**config.mk**
```make
export PLATFORM = sky130hd
export DESIGN_NAME = bsg_tick_alarm_flat
export DESIGN_NICKNAME = d
export VERILOG_FILES = /design/src/rtl/bsg_tick_alarm_if.sv /design/src/rtl/bsg_tick_alarm.sv /design/src/flat_wrapper.sv
export SDC_FILE = /design/constraint.sdc
export NUM_CORES = 1
export LEC_CHECK = 0
export BUFFER_PORTS_ARGS = -buffer_cell sky130_fd_sc_hd__buf_2
export CORE_MARGIN = 4
export CORE_UTILIZATION = 55
export DETAILED_ROUTE_END_ITERATION = 6
export PLACE_DENSITY = 0.88
export SETUP_SLACK_MARGIN = 0.1
export SYNTH_ARGS = -nofsm -noshare
export SYNTH_HDL_FRONTEND = slang
export SYNTH_SLANG_ARGS = --single-unit
```
**constraint.sdc**
```tcl
create_clock -name clk_i -period 3.1 [get_ports clk_i]
set_clock_uncertainty 0.1 [all_clocks]
set_input_delay 0 -clock clk_i [delete_from_list [all_inputs] [get_ports clk_i]]
set_output_delay 0 -clock clk_i [all_outputs]
set_load 0.01 [all_outputs]
```
**src/rtl/bsg_tick_alarm_if.sv**
```systemverilog
`default_nettype none
// +----------------------------------------------------------------------------+
// | bsg_tick_alarm_if : control/alarm bundle between bsg_tick_alarm and its      |
// | arming agent / alarm consumer.                          Revision: 1.0        |
// +----------------------------------------------------------------------------+
interface bsg_tick_alarm_if #(
    parameter int width_p      = 16,
    parameter int miss_width_p = 4
);
    logic                    tick_i;
    logic                    arm_v_i;
    logic [width_p-1:0]      arm_ticks_i;
    logic                    arm_periodic_i;
    logic                    arm_ready_o;
    logic                    kick_i;
    logic                    disarm_i;
    logic                    alarm_v_o;
    logic                    alarm_yumi_i;
    logic [width_p-1:0]      remaining_o;
    logic [miss_width_p-1:0] missed_o;
    logic [1:0]              state_o;

    // The alarm block itself.
    modport slave (
        input  tick_i, arm_v_i, arm_ticks_i, arm_periodic_i, kick_i, disarm_i,
               alarm_yumi_i,
        output arm_ready_o, alarm_v_o, remaining_o, missed_o, state_o
    );

    // The software/agent side that arms the alarm and consumes it.
    modport master (
        output tick_i, arm_v_i, arm_ticks_i, arm_periodic_i, kick_i, disarm_i,
               alarm_yumi_i,
        input  arm_ready_o, alarm_v_o, remaining_o, missed_o, state_o
    );
endinterface
`default_nettype wire

```
**src/rtl/bsg_tick_alarm.sv**
```systemverilog
`default_nettype none
// +----------------------------------------------------------------------------+
// | bsg_tick_alarm : counts overflow ticks to a programmed period and raises a  |
// | valid/yumi alarm, one-shot or periodic, with a saturating miss count.        |
// | Revision: 1.0                                                                |
// +----------------------------------------------------------------------------+
module bsg_tick_alarm #(
    parameter int width_p      = 16,
    parameter int miss_width_p = 4
) (
    input  logic              clk_i,
    input  logic              reset_n_i,
    bsg_tick_alarm_if.slave   bus
);

    typedef enum logic [1:0] {
        IDLE  = 2'b00,
        ARMED = 2'b01,
        FIRED = 2'b10
    } state_e;

    state_e                  state_r;
    logic [width_p-1:0]      remaining_r;
    logic [width_p-1:0]      period_r;
    logic                    periodic_r;
    logic                    pending_r;
    logic [miss_width_p-1:0] missed_r;

    logic                    yumi_take;
    logic [width_p-1:0]      arm_load;

    assign yumi_take = bus.alarm_yumi_i & pending_r;
    // A zero period would never fire; treat it as the shortest legal period.
    assign arm_load  = (bus.arm_ticks_i == '0) ? width_p'(1) : bus.arm_ticks_i;

    always_ff @(posedge clk_i or negedge reset_n_i) begin
        if (!reset_n_i) begin
            state_r     <= IDLE;
            remaining_r <= '0;
            period_r    <= '0;
            periodic_r  <= 1'b0;
            pending_r   <= 1'b0;
            missed_r    <= '0;
        end else begin
            case (state_r)
                IDLE: begin
                    if (bus.arm_v_i) begin
                        period_r    <= arm_load;
                        remaining_r <= arm_load;
                        periodic_r  <= bus.arm_periodic_i;
                        missed_r    <= '0;
                        state_r     <= ARMED;
                    end
                end
                ARMED: begin
                    if (bus.disarm_i) begin
                        state_r     <= IDLE;
                        remaining_r <= '0;
                        pending_r   <= 1'b0;
                    end else begin
                        if (yumi_take)
                            pending_r <= 1'b0;
                        if (bus.kick_i) begin
                            remaining_r <= period_r;
                        end else if (bus.tick_i) begin
                            if (remaining_r > width_p'(1)) begin
                                remaining_r <= remaining_r - width_p'(1);
                            end else begin
                                // Fire: a same-cycle yumi swaps old alarm for new.
                                pending_r <= 1'b1;
                                if (pending_r && !bus.alarm_yumi_i && (missed_r != '1))
                                    missed_r <= missed_r + miss_width_p'(1);
                                if (periodic_r) begin
                                    remaining_r <= period_r;
                                end else begin
                                    remaining_r <= '0;
                                    state_r     <= FIRED;
                                end
                            end
                        end
                    end
                end
                FIRED: begin
                    if (bus.disarm_i) begin
                        state_r     <= IDLE;
                        remaining_r <= '0;
                        pending_r   <= 1'b0;
                    end else if (yumi_take) begin
                        pending_r <= 1'b0;
                        state_r   <= IDLE;
                    end
                end
                default: begin
                    state_r     <= IDLE;
                    remaining_r <= '0;
                    pending_r   <= 1'b0;
                end
            endcase
        end
    end

    assign bus.arm_ready_o = (state_r == IDLE);
    assign bus.alarm_v_o   = pending_r;
    assign bus.remaining_o = remaining_r;
    assign bus.missed_o    = missed_r;
    assign bus.state_o     = state_r;

endmodule
`default_nettype wire

```
**src/flat_wrapper.sv**
```systemverilog
// flat-port wrapper written by rule: the top's interface ports become plain ports
module bsg_tick_alarm_flat 
#(
    parameter int width_p      = 16,
    parameter int miss_width_p = 4
)
  (clk_i, reset_n_i, bus_tick_i, bus_arm_v_i, bus_arm_ticks_i, bus_arm_periodic_i, bus_kick_i, bus_disarm_i, bus_alarm_yumi_i, bus_arm_ready_o, bus_alarm_v_o, bus_remaining_o, bus_missed_o, bus_state_o);
  bsg_tick_alarm_if #(.width_p(width_p), .miss_width_p(miss_width_p)) bus_i ();
  input  logic clk_i;
  input  logic reset_n_i;
  input wire logic [$bits(bus_i.tick_i)-1:0] bus_tick_i;
  input wire logic [$bits(bus_i.arm_v_i)-1:0] bus_arm_v_i;
  input wire logic [$bits(bus_i.arm_ticks_i)-1:0] bus_arm_ticks_i;
  input wire logic [$bits(bus_i.arm_periodic_i)-1:0] bus_arm_periodic_i;
  input wire logic [$bits(bus_i.kick_i)-1:0] bus_kick_i;
  input wire logic [$bits(bus_i.disarm_i)-1:0] bus_disarm_i;
  input wire logic [$bits(bus_i.alarm_yumi_i)-1:0] bus_alarm_yumi_i;
  output wire logic [$bits(bus_i.arm_ready_o)-1:0] bus_arm_ready_o;
  output wire logic [$bits(bus_i.alarm_v_o)-1:0] bus_alarm_v_o;
  output wire logic [$bits(bus_i.remaining_o)-1:0] bus_remaining_o;
  output wire logic [$bits(bus_i.missed_o)-1:0] bus_missed_o;
  output wire logic [$bits(bus_i.state_o)-1:0] bus_state_o;
  assign bus_i.tick_i = bus_tick_i;
  assign bus_i.arm_v_i = bus_arm_v_i;
  assign bus_i.arm_ticks_i = bus_arm_ticks_i;
  assign bus_i.arm_periodic_i = bus_arm_periodic_i;
  assign bus_i.kick_i = bus_kick_i;
  assign bus_i.disarm_i = bus_disarm_i;
  assign bus_i.alarm_yumi_i = bus_alarm_yumi_i;
  assign bus_arm_ready_o = bus_i.arm_ready_o;
  assign bus_alarm_v_o = bus_i.alarm_v_o;
  assign bus_remaining_o = bus_i.remaining_o;
  assign bus_missed_o = bus_i.missed_o;
  assign bus_state_o = bus_i.state_o;
  bsg_tick_alarm #(.width_p(width_p), .miss_width_p(miss_width_p)) u_core (.clk_i(clk_i), .reset_n_i(reset_n_i), .bus(bus_i));
endmodule
```
==> metrics.yaml <==
status: "finished clean"
p_clk_frac: 0.178
antenna_found_initial: 0
startpoint: "u_core.bus.remaining_o[12]"
cts_made_buffers: 5
grt_util_all_layers: 0.243
cp_top_family: "simple AND/OR/NAND/NOR gates"
clkLatencyLatePin_ps: 290
async_flop_share: 1.00
comb_power_share: 0.445
start_util: 0.577
critical_path_class: "flop to flop"
rsz0062_at_grt: "no"
synth_nets: 276
die_x_um: 73.5
final_layout_size_suffix_gt1_frac: 0.261
p_int_uw: 1570
worstPathRequired_ps: 3220
seq_power_share: 0.377
cp_max_fo: 6
wirelength_um: 6090
drc: 0
nets: 343
leakagePower_uw: 0.00139
worst_pin_slew_ps: 1070
tritoncts: "built"
cpMaxStageDelayCell: "or4b_4"
powerDensity_mw_per_mm2: 874
ys.flop_type: "dfrtp_1"
clockBufferDepth: 2
num_vias: 2239
max-vdd-ir-drop_mv: 0.481
yosys.area.top_type_share: 0.424
rows: 23
core_mm2: 0.00409
ctsHoldBuffers: 20
routedWlPerCell_um: 16.7
ys_warn_count: 0
yosys-top-cells-area: "dfrtp_1 (42%), mux2_2 (7.6%), ha_1 (3.2%), a21o_1 (2.9%), o221ai_1 (2.6%)"
num_antenna_cells: 0
cp-start-kind: "flop"
antenna_left: 0
grt_max_degree: 41
end_kind: "flop"
arrival_ps: 2810
fillers: 286
cts_root_buf: "clkbuf_8"
max_freq_ghz: 0.373
first_pass_iters: 4
fp.dieArea_mm2: 0.00540
overflow: 0
drv_slew: 0
postCtsSetupBuffers: 0
period_needed_ps: 2680
syn_to_final_growth_pct: 26.2
place_area_mm2: 0.00265
stdcell_area_mm2: 0.00298
crit_chain: "or4_1 > or4b_4 > or3_4 > or3_1 > a21oi_1"
finalHoldViolations: 0
cts.htree.levels: 2
critPathMaxStageDelay_ps: 580
grt_pass1_wl_um: 10300
syn_area_mm2: 0.00236
yosysSeqAreaShare: 0.424
timing.rr.start: "u_core.bus.remaining_o[12]"
worstHoldPathType: "input pin to flop"
path_buf_inv: 0
synth_top_cell_by_area: "dfrtp_1"
synth_edf_count: 0
first_iter_violations: 105
p_switching_uw: 1040
setup_violations: 0
syn_inst: 246
hold_slack_ps: 17.7
io_pins: 48
grt_pass1_vias: 2219
maxSlewHeadroom: 0.283
drv_cap: 0
syn_area_per_cell_um2: 9.59
via_per_inst: 6.15
place_hpwl_um: 4190
holdCritStartpoint: "bus_disarm_i"
ys_ff_latch: 40
die_height_um: 73.5
gp_congestion: 0.961
cts.sinks: 40
fin_util: 0.729
p_sw_frac: 0.398
tns_ps: 0
io_buffers: 47
clkTransAtPathRegs_ps: 80
cts_resized: 0
fin_crit_sh: 0.866
synth.distinct_cells: 45
[registers in the layout (all words and copies together), names as in the netlist]
register	flops
u_core.period_r	16
u_core.bus.state_o	2
u_core.bus.remaining_o	16
u_core.periodic_r	1
u_core.bus.missed_o	4
u_core.bus.alarm_v_o	1
[worst paths after layout]
path                                         endpoint  slack, ps  cells past startpoint
min reg2reg                u_core.bus.remaining_o[15]        380                      1
min                              u_core.bus.alarm_v_o         20                      4
min in group asynchronous           u_core.periodic_r        270                      2
max in group asynchronous         u_core.period_r[11]       2070                      2
max                            u_core.bus.missed_o[2]        420                      5
max reg2reg                    u_core.bus.missed_o[2]        420                      5
[routing by layer]
layer | up-vias | global-route usage | routed length [um] | share of wire
met3 | 8 | 0.0492 | 417 | 0.069
met2 | 88 | 0.391 | 2940 | 0.48
met1 | 1087 | 0.324 | 2660 | 0.44
li1 | 1056 | - | - | -
met5 | - | 0 | 0 | 0
met4 | 0 | 0.0905 | 72 | 0.012
[cells in the mapped netlist, drive strengths merged, types with 3 or more instances]
master,number
nand4,6
xor2,5
dfrtp,40
nand3,8
clkbuf,10
a21o,9
a21oi,10
mux2,16
ha,6
o221ai,7
nor3,8
nor2b,3
inv,11
xnor2,6
nor2,16
o22ai,3
o211ai,5
and3,7
nand2,16
o21ai,11
nand2b,3
or4,4
nor4,8
or3,4
[cell usage in the layout (no fill, tap or decap), types with 2 or more instances in the layout]
cell,instances
nor2_1,16
or3_1,3
o211ai_1,5
clkbuf_8,7
dfrtp_1,40
xor2_1,5
ha_1,6
buf_4,5
xnor2_1,6
a21o_1,9
nand3_1,8
nor3_1,7
nor4_1,8
o31ai_1,2
nand2b_1,3
dlygate4sd3_1,20
o221ai_1,7
or4_1,4
a21oi_1,10
o31a_1,2
nand2_1,16
nor2b_1,3
inv_1,11
nand4_1,6
o21ai_0,11
mux2_2,16
a221o_1,2
o22ai_1,3
and3_1,7
buf_2,47
[through the flow]
stage | instances | setup WS, ps | power (uW)
6_report | 364 | 417 | 2600
5_1_grt | 364 | 214 | 2800
4_1_cts | 364 | 423 | 2600
3_5_place_dp | 336 | 445 | 2110
3_3_place_gp | 336 | 511 | 2070
2_1_floorplan | 246 | 508 | 1740
[power by group through the flow]
stage	Clock (uW)	Combinational [uW]	Sequential, uW
global route	488	1300	1010
floorplan	0	786	958
detailed placement	0	1130	977
global placement	0	1110	966
finish	463	1160	981
CTS	472	1160	970
[cell families (layout without fill, tap and decap cells)]
kind of cell	Yosys count	after routing	share of synthesized area
AO/OA/AOI/OAI	58	58	0.170
flip-flops	40	40	0.424
AND/OR/NAND/NOR	91	91	0.215
adder cells (fa/ha/maj)	6	6	0.0318
multiplexers	17	17	0.0806
buffers and inverters	23	91	0.0376
XOR/XNOR	11	11	0.0408
[area by class of cell]
cell class                 count  area, um2  share of cell area
tap                           50       62.6              0.0210
clock inverter                 1       30.0              0.0101
multi-input combinational    183       1270               0.428
inverter                      11       41.3              0.0139
clock buffer                   7       96.3              0.0323
sequential                    40       1000               0.336
timing repair buffer          72        473               0.159
[worst min-delay path: cells and delay by family]
kind,cells,cell delay (ps)
buffers and inverters,1,120
AND/OR/NAND/NOR,1,50
AO/OA/AOI/OAI,2,200
Note: power is estimated with default switching activity, not from simulation.
